### src/rtl/and_edge_counter.sv
// and_edge_counter: counts rising edges of and_in over fixed windows of
// WINDOW cycles and offers each window's count through a one-deep
// valid/ready report slot. A report that closes while the slot is still
// occupied and not being accepted is dropped and latches a sticky overflow.
module and_edge_counter #(
  parameter int unsigned WINDOW = 16,
  parameter int unsigned CW     = 8
) (
  input  logic          clock,
  input  logic          reset,
  input  logic          and_in,
  output logic [CW-1:0] report_data,
  output logic          report_valid,
  input  logic          report_ready,
  output logic          overflow
);

  localparam int unsigned WW = (WINDOW > 1) ? $clog2(WINDOW) : 1;
  localparam logic [WW-1:0] WCNT_LAST = WW'(WINDOW - 1);
  localparam logic [CW-1:0] ACC_MAX   = '1;

  typedef enum logic {
    EMPTY = 1'b0,
    FULL  = 1'b1
  } state_e;

  logic          prev_q, prev_d;
  logic [WW-1:0] wcnt_q, wcnt_d;
  logic [CW-1:0] acc_q, acc_d;
  state_e        state_q, state_d;
  logic [CW-1:0] data_q, data_d;
  logic          overflow_q, overflow_d;

  logic          edge_hit;
  logic          close;
  logic [CW-1:0] close_value;

  // Edge detect, window counting, saturating accumulation and report slot.
  always_comb begin
    // NOTE: every signal driven here gets a default first so no path leaves
    // it unassigned; otherwise synthesis would infer a latch.
    prev_d     = and_in;
    wcnt_d     = wcnt_q + WW'(1);
    acc_d      = acc_q;
    state_d    = state_q;
    data_d     = data_q;
    overflow_d = overflow_q;

    edge_hit    = and_in & ~prev_q;
    close       = (wcnt_q == WCNT_LAST);
    // Saturate instead of wrapping so a busy window reports the maximum.
    close_value = (edge_hit && acc_q != ACC_MAX) ? acc_q + CW'(1) : acc_q;

    if (close) begin
      wcnt_d = '0;
      // The edge of the close cycle is already folded into close_value.
      acc_d  = '0;
    end else begin
      acc_d  = close_value;
    end

    unique case (state_q)
      EMPTY: begin
        // report_ready has no meaning while nothing is offered.
        if (close) begin
          data_d  = close_value;
          state_d = FULL;
        end
      end
      FULL: begin
        if (close) begin
          if (report_ready) begin
            // Old report leaves as the new one arrives: no bubble on valid.
            data_d = close_value;
          end else begin
            // Slot still occupied: keep the pending report, drop the new one.
            overflow_d = 1'b1;
          end
        end else if (report_ready) begin
          state_d = EMPTY;
        end
      end
      default: state_d = EMPTY;
    endcase
  end

  // State registers; synchronous reset overrides any close or handshake.
  always_ff @(posedge clock) begin
    // NOTE: non-blocking assignments so every flop samples pre-edge values
    // regardless of statement order.
    if (reset) begin
      prev_q     <= 1'b0;
      wcnt_q     <= '0;
      acc_q      <= '0;
      state_q    <= EMPTY;
      data_q     <= '0;
      overflow_q <= 1'b0;
    end else begin
      prev_q     <= prev_d;
      wcnt_q     <= wcnt_d;
      acc_q      <= acc_d;
      state_q    <= state_d;
      data_q     <= data_d;
      overflow_q <= overflow_d;
    end
  end

  assign report_data  = data_q;
  assign report_valid = (state_q == FULL);
  assign overflow     = overflow_q;

endmodule

### config.mk
export PLATFORM = sky130hd
export DESIGN_NAME = and_edge_counter
export DESIGN_NICKNAME = d
export VERILOG_FILES = /design/src/rtl/and_edge_counter.sv
export SDC_FILE = /design/constraint.sdc
export NUM_CORES = 1
export LEC_CHECK = 0
export ABC_AREA = 0
export BUFFER_PORTS_ARGS = -buffer_cell sky130_fd_sc_hd__buf_2
export CORE_MARGIN = 3
export CORE_UTILIZATION = 48
export DETAILED_ROUTE_END_ITERATION = 7
export PLACE_DENSITY = 0.8
export SYNTH_ARGS = -nofsm -noshare
export SYNTH_HDL_FRONTEND = slang
export SYNTH_SLANG_ARGS = --single-unit
export TNS_END_PERCENT = 10
### constraint.sdc
create_clock -name clock -period 1.46 [get_ports clock]
set_input_delay 0.073 -clock clock [delete_from_list [all_inputs] [get_ports clock]]
set_output_delay 0.073 -clock clock [all_outputs]
set_load 0.005 [all_outputs]
==> results of run 1 <==
==> logic make-up after synthesis <==
| group | Yosys count |
|---|---|
| compound gates | 17 |
| xor+xnor | 3 |
| simple gates | 48 |
| mux | 5 |
| buf+inv | 4 |
| flops | 23 |
| fa+ha+maj | 2 |
==> report_power, final <==
part	internal (mW)	switching (mW)
logic	0.0285	0.0348
clock network	0.107	0.171
registers	0.642	0.00962
total	0.777	0.215
==> flip-flops by register name, indices dropped and copies added (netlist names) <==
| signal | count |
|---|---|
| report_data | 8 |
| acc_q | 8 |
| wcnt_q | 4 |
| report_valid | 1 |
| overflow | 1 |
| prev_q | 1 |
==> synth_stat cells, types with 2 or more instances <==
cell / instances
a21oi_1: 2
and2b_2: 2
and3_1: 2
dfxtp_1: 23
ha_1: 2
mux2i_1: 5
nand2_1: 6
nand2b_1: 7
nand3_1: 5
nand4_1: 4
nor2_1: 16
o21ai_0: 3
o22ai_1: 5
xor2_1: 2
==> stage by stage <==
step / std cells / setup WS [ns] / setup TNS (ns) / utilization, %
final: 147 / 0.0798 / 0 / 62.4
after floorplan: 102 / 0.0840 / 0 / -
after global routing: 147 / -0.0181 / -0.0181 / 62.4
after detailed placement: 142 / 0.0430 / 0 / 59.6
after global placement: 142 / 0.0775 / 0 / 59.6
after CTS: 147 / 0.0278 / 0 / 61.6
==> routing by layer <==
metal	GRT usage [%]	up-vias	share of wire, %
li1	-	398	-
met1	18.9	365	45
met2	26.7	12	50
met3	3.86	4	2.9
met4	7.17	0	1.4
met5	0	-	0
==> worst paths after layout <==
| check | from | end | slack, ns | cells past startpoint |
|---|---|---|---|---|
| hold / removal | report_ready | report_valid | 0.07 | 3 |
| setup reg to reg | acc_q[1] | report_data[1] | 0.08 | 5 |
| hold reg to reg | report_data[7] | report_data[7] | 0.49 | 2 |
| setup / recovery | acc_q[1] | report_data[1] | 0.08 | 5 |
==> final cells by class <==
type	count	share of cell area [%]
clock buffers	4	2.34
inverters	1	0.334
well taps	25	2.78
flip-flops and latches	23	41.1
multi-input cells	75	43.4
repair buffers	19	10.0
==> worst reg2reg max path: stages, from the launching register on <==
cell	delay, ns
dfxtp_1	0.37
ha_1	0.19
nand4_2	0.15
o21ai_2	0.19
mux2i_1	0.28
a211oi_2	0.10
==> what timing repair did <==
action	4_1_cts	5_1_grt
resized for setup	0	4
endpoints found under the setup margin	0	18
endpoints found under the hold margin	1	0
hold buffers	1	0
==> metrics.cfg, run 1 <==
[outcome]
outcome=complete, no violations

[timing]
fin_crit_ns=1.38
maxSlewHeadroom_pct=82.6
finalHoldViolations=0
fin_crit_sh_pct=94.5
maxSlewViolCount=0
finalSetupViolCount=0
rsz0062_at_grt=true
tightest_slew_ns=0.254
whs_ns=0.0693
fin_skew_ns=0.00140
clock.fmax_ghz=0.725

[synth]
synthArstFlopShare_pct=0
synth_area_leader_cell=dfxtp_1
synth_xor_area_share_pct=2.73
synth-seq-cells=23
synth_top_cell_area_share_pct=47.9
synth_top_family_by_area=simple AND/OR/NAND/NOR gates
syn_area_um2=962
avgSynthCellArea_um2=9.43
synth_edf_count=0
synthFlopType=dfxtp_1
synth-adder-area-share_pct=2.60
syn-num-nets=108
yosysSeqAreaShare_pct=47.9
synthSimpleGateAreaFrac_pct=26.3
synth.distinct_cells=32
synth_compound_area_share_pct=12.6
synth_area_leaders=dfxtp_1, nor2_1, mux2i_1
netlist_instances=102
synth_warnings=0
synth_mux_area_share_pct=5.20

[drt]
vias=779
drtIter0Drc=32
vias_per_cell=5.30
firstDrtPassIters=4
ant_nets=0
wl_per_cell_um=12.6
wl_mm=1.85
drc=0

[finish]
multi_input_area_um2=488
antennaDiodeCount=0
area_growth_pct=16.8
fill_cells=154
design_area_um2=1120
drive_gt1_share_pct=27.0
mostFrequentLayoutCells=dfxtp_1, nor2_1, buf_2, nand2_1, nand2b_1
nNetsFinal=129
seq_area_um2=462
layout_commonest_cell=dfxtp_1

[floorplanning]
rows=15
dieArea_um2=2580
die_x_um=50.8
num_io_pins=14
coreArea_um2=1800
fp.dieH_um=50.8
initial_core_util_pct=53.4

[grt]
grt_pass1_wl_mm=3.12
overflow=0
grt_pass1_vias=738
antenna_found_initial=0
grt_max_degree=15
grt_usage_pct=15.9

[clock_tree]
clkSinkCount=23
clock_latency_ns=0.30
cts_tree=done
cts_buffers=3
post_cts_buffers=0
clk_path_buf_depth=2
htree_num_levels=1
root_buffer=clkbuf_4
path_clk_slew_ns=0.11

[setup_path]
critical_path_buf_inv_count=0
crit_path_max_incr_delay_ns=0.37
cp_max_fo=3
startpoint_type=flop
cp_cell_sequence=ha_1 -> nand4_2 -> o21ai_2 -> mux2i_1 -> a211oi_2
cp.required_ns=1.66
worst_path_max_delay_cell=dfxtp_1
critPathKind=flop to flop
arrival_ns=1.58
critPathTopFamily=flip-flops
endpoint_kind=flop

[placed_design]
gp_congestion=0.770
hpwlAfterDp_mm=1.38
placement.io_buffers=13
placed_cell_area_um2=1070

[power]
p_per_area_nw_per_um2=883
p_total_uw=992
p_leak_nw=0.493
peakVddDrop_v=0.000712

[min_path]
min_path_type=input port to flop

[flow_run]
maxCapViolCount=0

Note: power is estimated with default switching activity, not from simulation.
==> run 2: changes to the inputs <==
- CORE_MARGIN: 3 -> default
==> metrics.cfg, run 2 (same netlist as run 1, synthesis figures left out) <==
[finish]
fill_cells=163  ; +5.8%
nNetsFinal=129  ; unchanged
post_layout_nonfiller_instances=147  ; unchanged
antennaDiodeCount=0  ; unchanged
mostFrequentLayoutCells=dfxtp_1, nor2_1, buf_2, nand2b_1, nand2_1
area_growth_pct=19.4
drive_gt1_share_pct=31.1  ; +4.1 points
layout_commonest_cell=dfxtp_1
design_area_um2=1150  ; +2.2%

[setup_path]
crit_path_max_incr_delay_ns=0.37  ; about the same
cp_max_fo=3  ; unchanged
startpoint_type=flop
worst_path_max_delay_cell=dfxtp_2
arrival_ns=1.61  ; +0.03 ns
endpoint_kind=flop
critPathKind=flop to flop
cp.required_ns=1.67  ; about the same
rrSetupSlack_ns=0.05  ; -0.03 ns
cp_cell_sequence=ha_2 -> nand4_4 -> o21ai_4 -> mux2i_2 -> a211oi_2

[drt]
firstDrtPassIters=4  ; unchanged
wl_per_cell_um=12.2  ; -3.5%
vias_per_cell=5.25  ; -0.90%
ant_nets=0  ; unchanged
wl_mm=1.79  ; -3.5%
vias=772  ; -0.90%
drc=0  ; unchanged
drtIter0Drc=11  ; -66%

[floorplanning]
fp.dieH_um=46.8  ; -7.9%
coreArea_um2=1800  ; unchanged
initial_core_util_pct=53.4  ; unchanged
num_io_pins=14  ; unchanged
die_x_um=46.8  ; -7.9%
dieArea_um2=2190  ; -15%
rows=15  ; unchanged

[clock_tree]
cts_tree=done
clk_path_buf_depth=2  ; unchanged
clock_latency_ns=0.31  ; about the same
clkSinkCount=23  ; unchanged
htree_num_levels=1  ; unchanged
root_buffer=clkbuf_4
path_clk_slew_ns=0.12  ; about the same
post_cts_buffers=0  ; unchanged
cts_buffers=3  ; unchanged

[timing]
tightest_slew_ns=0.392  ; +0.139 ns
fin_crit_sh_pct=96.3  ; +1.8 points
finalHoldViolations=0  ; unchanged
fin_skew_ns=0.00452  ; +0.00312 ns
whs_ns=0.0563  ; -0.0130 ns
maxSlewHeadroom_pct=73.9  ; -8.8 points
finalSetupViolCount=0  ; unchanged
fin_crit_ns=1.41  ; +0.0257 ns
maxSlewViolCount=0  ; unchanged
rsz0062_at_grt=true
clock.fmax_ghz=0.711  ; -1.8%

[grt]
overflow=0  ; unchanged
grt_usage_pct=19.1  ; +3.2 points
grt_pass1_vias=686  ; -7.0%
antenna_found_initial=0  ; unchanged
grt_pass1_wl_mm=2.89  ; -7.3%
grt_max_degree=15  ; unchanged

[min_path]
min_path_type=input port to flop

[placed_design]
placement.io_buffers=13  ; unchanged
placed_cell_area_um2=1070  ; unchanged
gp_congestion=0.736  ; -4.4%
placed_cells=142  ; unchanged
hpwlAfterDp_mm=1.39  ; +0.51%

[power]
p_leak_nw=0.500  ; +1.3%
p_per_area_nw_per_um2=872  ; -1.3%
peakVddDrop_v=0.000738  ; +3.7%

[outcome]
outcome=complete, no violations

[flow_run]
maxCapViolCount=0  ; unchanged

-- run 2: worst max-delay path, delay by kind of cell (launching register included) --
family	cells	cell delay, ns
compound gates	2	0.30
fa+ha+maj	1	0.21
flops	1	0.37
mux	1	0.30
simple gates	1	0.13
-- run 2: area by class of cell --
| type | instances | area, um2 | area share (%) |
|---|---|---|---|
| clock buffers | 3 | 22.5 | 1.96 |
| clock inverters | 1 | 5.00 | 0.436 |
| inverters | 1 | 3.75 | 0.327 |
| multi-input cells | 75 | 508 | 44.2 |
| flip-flops and latches | 23 | 465 | 40.5 |
| well taps | 25 | 31.3 | 2.72 |
| repair buffers | 19 | 113 | 9.80 |
-- run 2: path summary, 6_finish.rpt --
check	cells past startpoint	from	endpoint
setup / recovery	5	acc_q[0]	report_data[1]
hold / removal	2	reset	report_data[1]
setup reg to reg	5	acc_q[0]	report_data[1]
hold reg to reg	1	wcnt_q[0]	wcnt_q[0]
-- run 2: per-layer routing --
layer,routed length [um],vias to the layer above,global-route usage [%]
met1,809,360,24.0
met4,48,0,10.3
li1,-,397,-
met2,883,10,31.9
met5,0,-,0
met3,46,5,2.31
-- run 2: stage by stage --
stage	setup TNS [ns]	total power, mW	utilization [%]	setup slack [ns]
finish	0	1.00	63.7	0.0541
global route	-0.0236	1.03	63.7	-0.0236
CTS	0	1.00	62.2	0.00315
detailed placement	-0.0191	0.722	59.6	-0.0191
global placement	0	0.718	59.6	0.0326
floorplan	0	0.710	-	0.0840
-- run 2: timing repair --
item / in CTS / in global routing
gates cloned: 0 / 0
pin swaps: 1 / 1
hold endpoints to repair: 1 / 0
hold buffers: 1 / 0
resized for setup: 2 / 9
endpoints found under the setup margin: 5 / 11
-- run 2: power breakdown --
group | switching (mW) | internal [mW]
Clock | 0.180 | 0.102
Combinational | 0.0356 | 0.0293
Sequential | 0.0113 | 0.643
==> run 3: changes to the inputs <==
- CORE_MARGIN: default -> 2
==> metrics.cfg, run 3 (same netlist as run 1, synthesis figures left out) <==
[grt]
grt_util_met1_pct=19.4  ; -4.6 points
grt_pass1_wl_mm=3.27  ; +13%
overflow=0  ; unchanged
grt_max_degree=15  ; unchanged
grt.met3_usage_pct=1.84  ; -0.47 points
grt_busiest_layer=met2
grt_usage_pct=17.4  ; -1.7 points
antenna_found_initial=0  ; unchanged
use_met2_pct=32.4  ; +0.48 points
grt_pass1_vias=790  ; +15%

[setup_path]
r2r_end=report_data[1]
critPathKind=input port to flop
arrival_ns=1.57  ; -0.04 ns
worst_path_max_delay_cell=dlygate4sd3_1
r2r_start=acc_q[0]
critical_path_buf_inv_count=2  ; +2
crit_path_max_incr_delay_ns=0.54  ; +0.17 ns
cp_cell_sequence=dlygate4sd3_1 -> buf_2 -> and2b_2 -> nand4_1 -> mux2i_1 -> o22ai_1
startpoint_type=input port
ff2ff_path_depth=5  ; unchanged
cp.required_ns=1.66  ; about the same
endpoint_kind=flop
cp_max_fo=9  ; +6
critPathTopFamily=buffers and inverters
rrSetupSlack_ns=0.10  ; +0.05 ns

[floorplanning]
coreArea_um2=1920  ; +6.7%
fp.dieH_um=48.8  ; +4.3%
initial_core_util_pct=50.1  ; -3.3 points
die_x_um=48.8  ; +4.3%
num_io_pins=14  ; unchanged
dieArea_um2=2380  ; +8.7%
rows=16  ; +1

[timing]
fin_crit_ns=1.37  ; -0.0334 ns
tightest_slew_ns=0.410  ; +0.0176 ns
setup_ws_ns=0.0876  ; +0.0334 ns
timing.setup.tns_ns=0  ; unchanged
finalSetupViolCount=0  ; unchanged
fin_skew_ns=0.00232  ; -0.00220 ns
maxSlewViolCount=0  ; unchanged
maxSlewHeadroom_pct=72.7  ; -1.2 points
rsz0062_at_grt=false
fin_crit_sh_pct=94.0  ; -2.3 points
clock.fmax_ghz=0.729  ; +2.4%
finalHoldViolations=0  ; unchanged

[power]
p_leak_nw=0.487  ; -2.6%
power.share.clock_pct=28.5  ; +0.3 points
p_per_area_nw_per_um2=883  ; +1.3%
p_sw_uw=230  ; +1.5%
internal_power_uw=781  ; +0.78%
sw_frac_of_total_pct=22.8  ; +0.13 points
seqPwrFrac_pct=64.9  ; -0.4 points
peakVddDrop_v=0.000716  ; -3.1%
comb_power_share_pct=6.6  ; about the same

[drt]
wl_mm=1.94  ; +8.7%
vias=770  ; -0.26%
firstDrtPassIters=4  ; unchanged
drc=0  ; unchanged
ant_nets=0  ; unchanged
drtIter0Drc=13  ; +2
vias_per_cell=5.24  ; -0.26%
wl_per_cell_um=13.2  ; +8.7%

[min_path]
holdPathStages=3  ; +1
holdPathEnd=report_valid
min_path_type=input port to flop
worstHoldStart=report_ready

[clock_tree]
path_clk_slew_ns=0.12  ; about the same
clock_latency_ns=0.31  ; about the same
cts_buffers=3  ; unchanged
clkSinkCount=23  ; unchanged
cts_tree=done
root_buffer=clkbuf_4
clk_path_buf_depth=2  ; unchanged
post_cts_buffers=0  ; unchanged
htree_num_levels=1  ; unchanged

[placed_design]
placement.io_buffers=13  ; unchanged
placed_cell_area_um2=1060  ; -1.2%
post-place-ws_ns=0.00418  ; +0.0233 ns
hpwlAfterDp_mm=1.42  ; +2.1%
gp_congestion=0.791  ; +7.5%

[flow_run]
maxCapViolCount=0  ; unchanged

[finish]
utilization_pct=59.6  ; -4.2 points
nNetsFinal=127  ; -1.6%
drive_gt1_share_pct=29.2  ; -2.0 points
area_growth_pct=19.0
antennaDiodeCount=0  ; unchanged
layout_commonest_cell=dfxtp_1
mostFrequentLayoutCells=dfxtp_1, nor2_1, buf_2, nand2b_1, nand2_1
design_area_um2=1140  ; -0.33%

[outcome]
outcome=complete, no violations

==> run 3: cell count changes in the layout (fill, tap and decap cells not counted), sizes merged <==
| cell | previous run | this run |
|---|---|---|
| clkinv | 1 | 0 |
| clkbuf | 3 | 4 |
| buf | 18 | 16 |
==> run 3: what timing repair did <==
item	4_1_cts	5_1_grt
endpoints found under the hold margin	1	0
setup endpoints to repair	4	10
hold buffers	1	0
resized for setup	2	10
pin swaps	1	1
==> run 3: routing by layer <==
metal | vias to the layer above | share of wire (%) | wire, um
li1 | 394 | - | -
met4 | 0 | 1.5 | 29
met3 | 4 | 2.3 | 44
met1 | 363 | 44 | 860
met2 | 9 | 52 | 1010
met5 | - | 0 | 0
==> run 3: power groups by stage <==
stage                     Sequential, mW  Clock (mW)  Combinational, mW
after detailed placement           0.666           0             0.0557
after floorplan                    0.663           0             0.0469
after global routing               0.658       0.308             0.0739
final                              0.656       0.288             0.0666
after CTS                          0.652       0.291             0.0620
after global placement             0.664           0             0.0526
==> run 3: tightest hold or removal path, delay by kind of cell <==
family | cells | cell delay, ns
AOI/OAI and AO/OA | 1 | 0.06
buffers and inverters | 1 | 0.08
and+or+nand+nor | 1 | 0.10
==> run 3: area by class of cell <==
| type | instances | area [um2] |
|---|---|---|
| fillers | 176 | 777 |
| clock buffers | 4 | 26.3 |
| well taps | 27 | 33.8 |
| inverters | 1 | 3.75 |
| repair buffers | 17 | 97.6 |
| multi-input cells | 75 | 518 |
| flip-flops and latches | 23 | 465 |
==> run 3: worst max path at each step <==
stage,from,endpoint,slack (ns),cells past startpoint
after floorplan,acc_q[0],report_data[1],0.08,5
after global placement,wcnt_q[0],report_data[4],0.05,4
after detailed placement,acc_q[0],report_data[1],0.004,5
after CTS,acc_q[1],report_data[1],0.01,5
after global routing,and_in,report_data[4],0.02,6
final,and_in,report_data[4],0.09,6
==> run 3: metrics by stage <==
stage          hold WS, ns  instances  power, mW
2_1_floorplan        0.201        102      0.710
3_3_place_gp         0.297        142      0.717
3_5_place_dp         0.307        142      0.721
4_1_cts             0.0595        147       1.00
5_1_grt             0.0900        147       1.04
6_report            0.0494        147       1.01
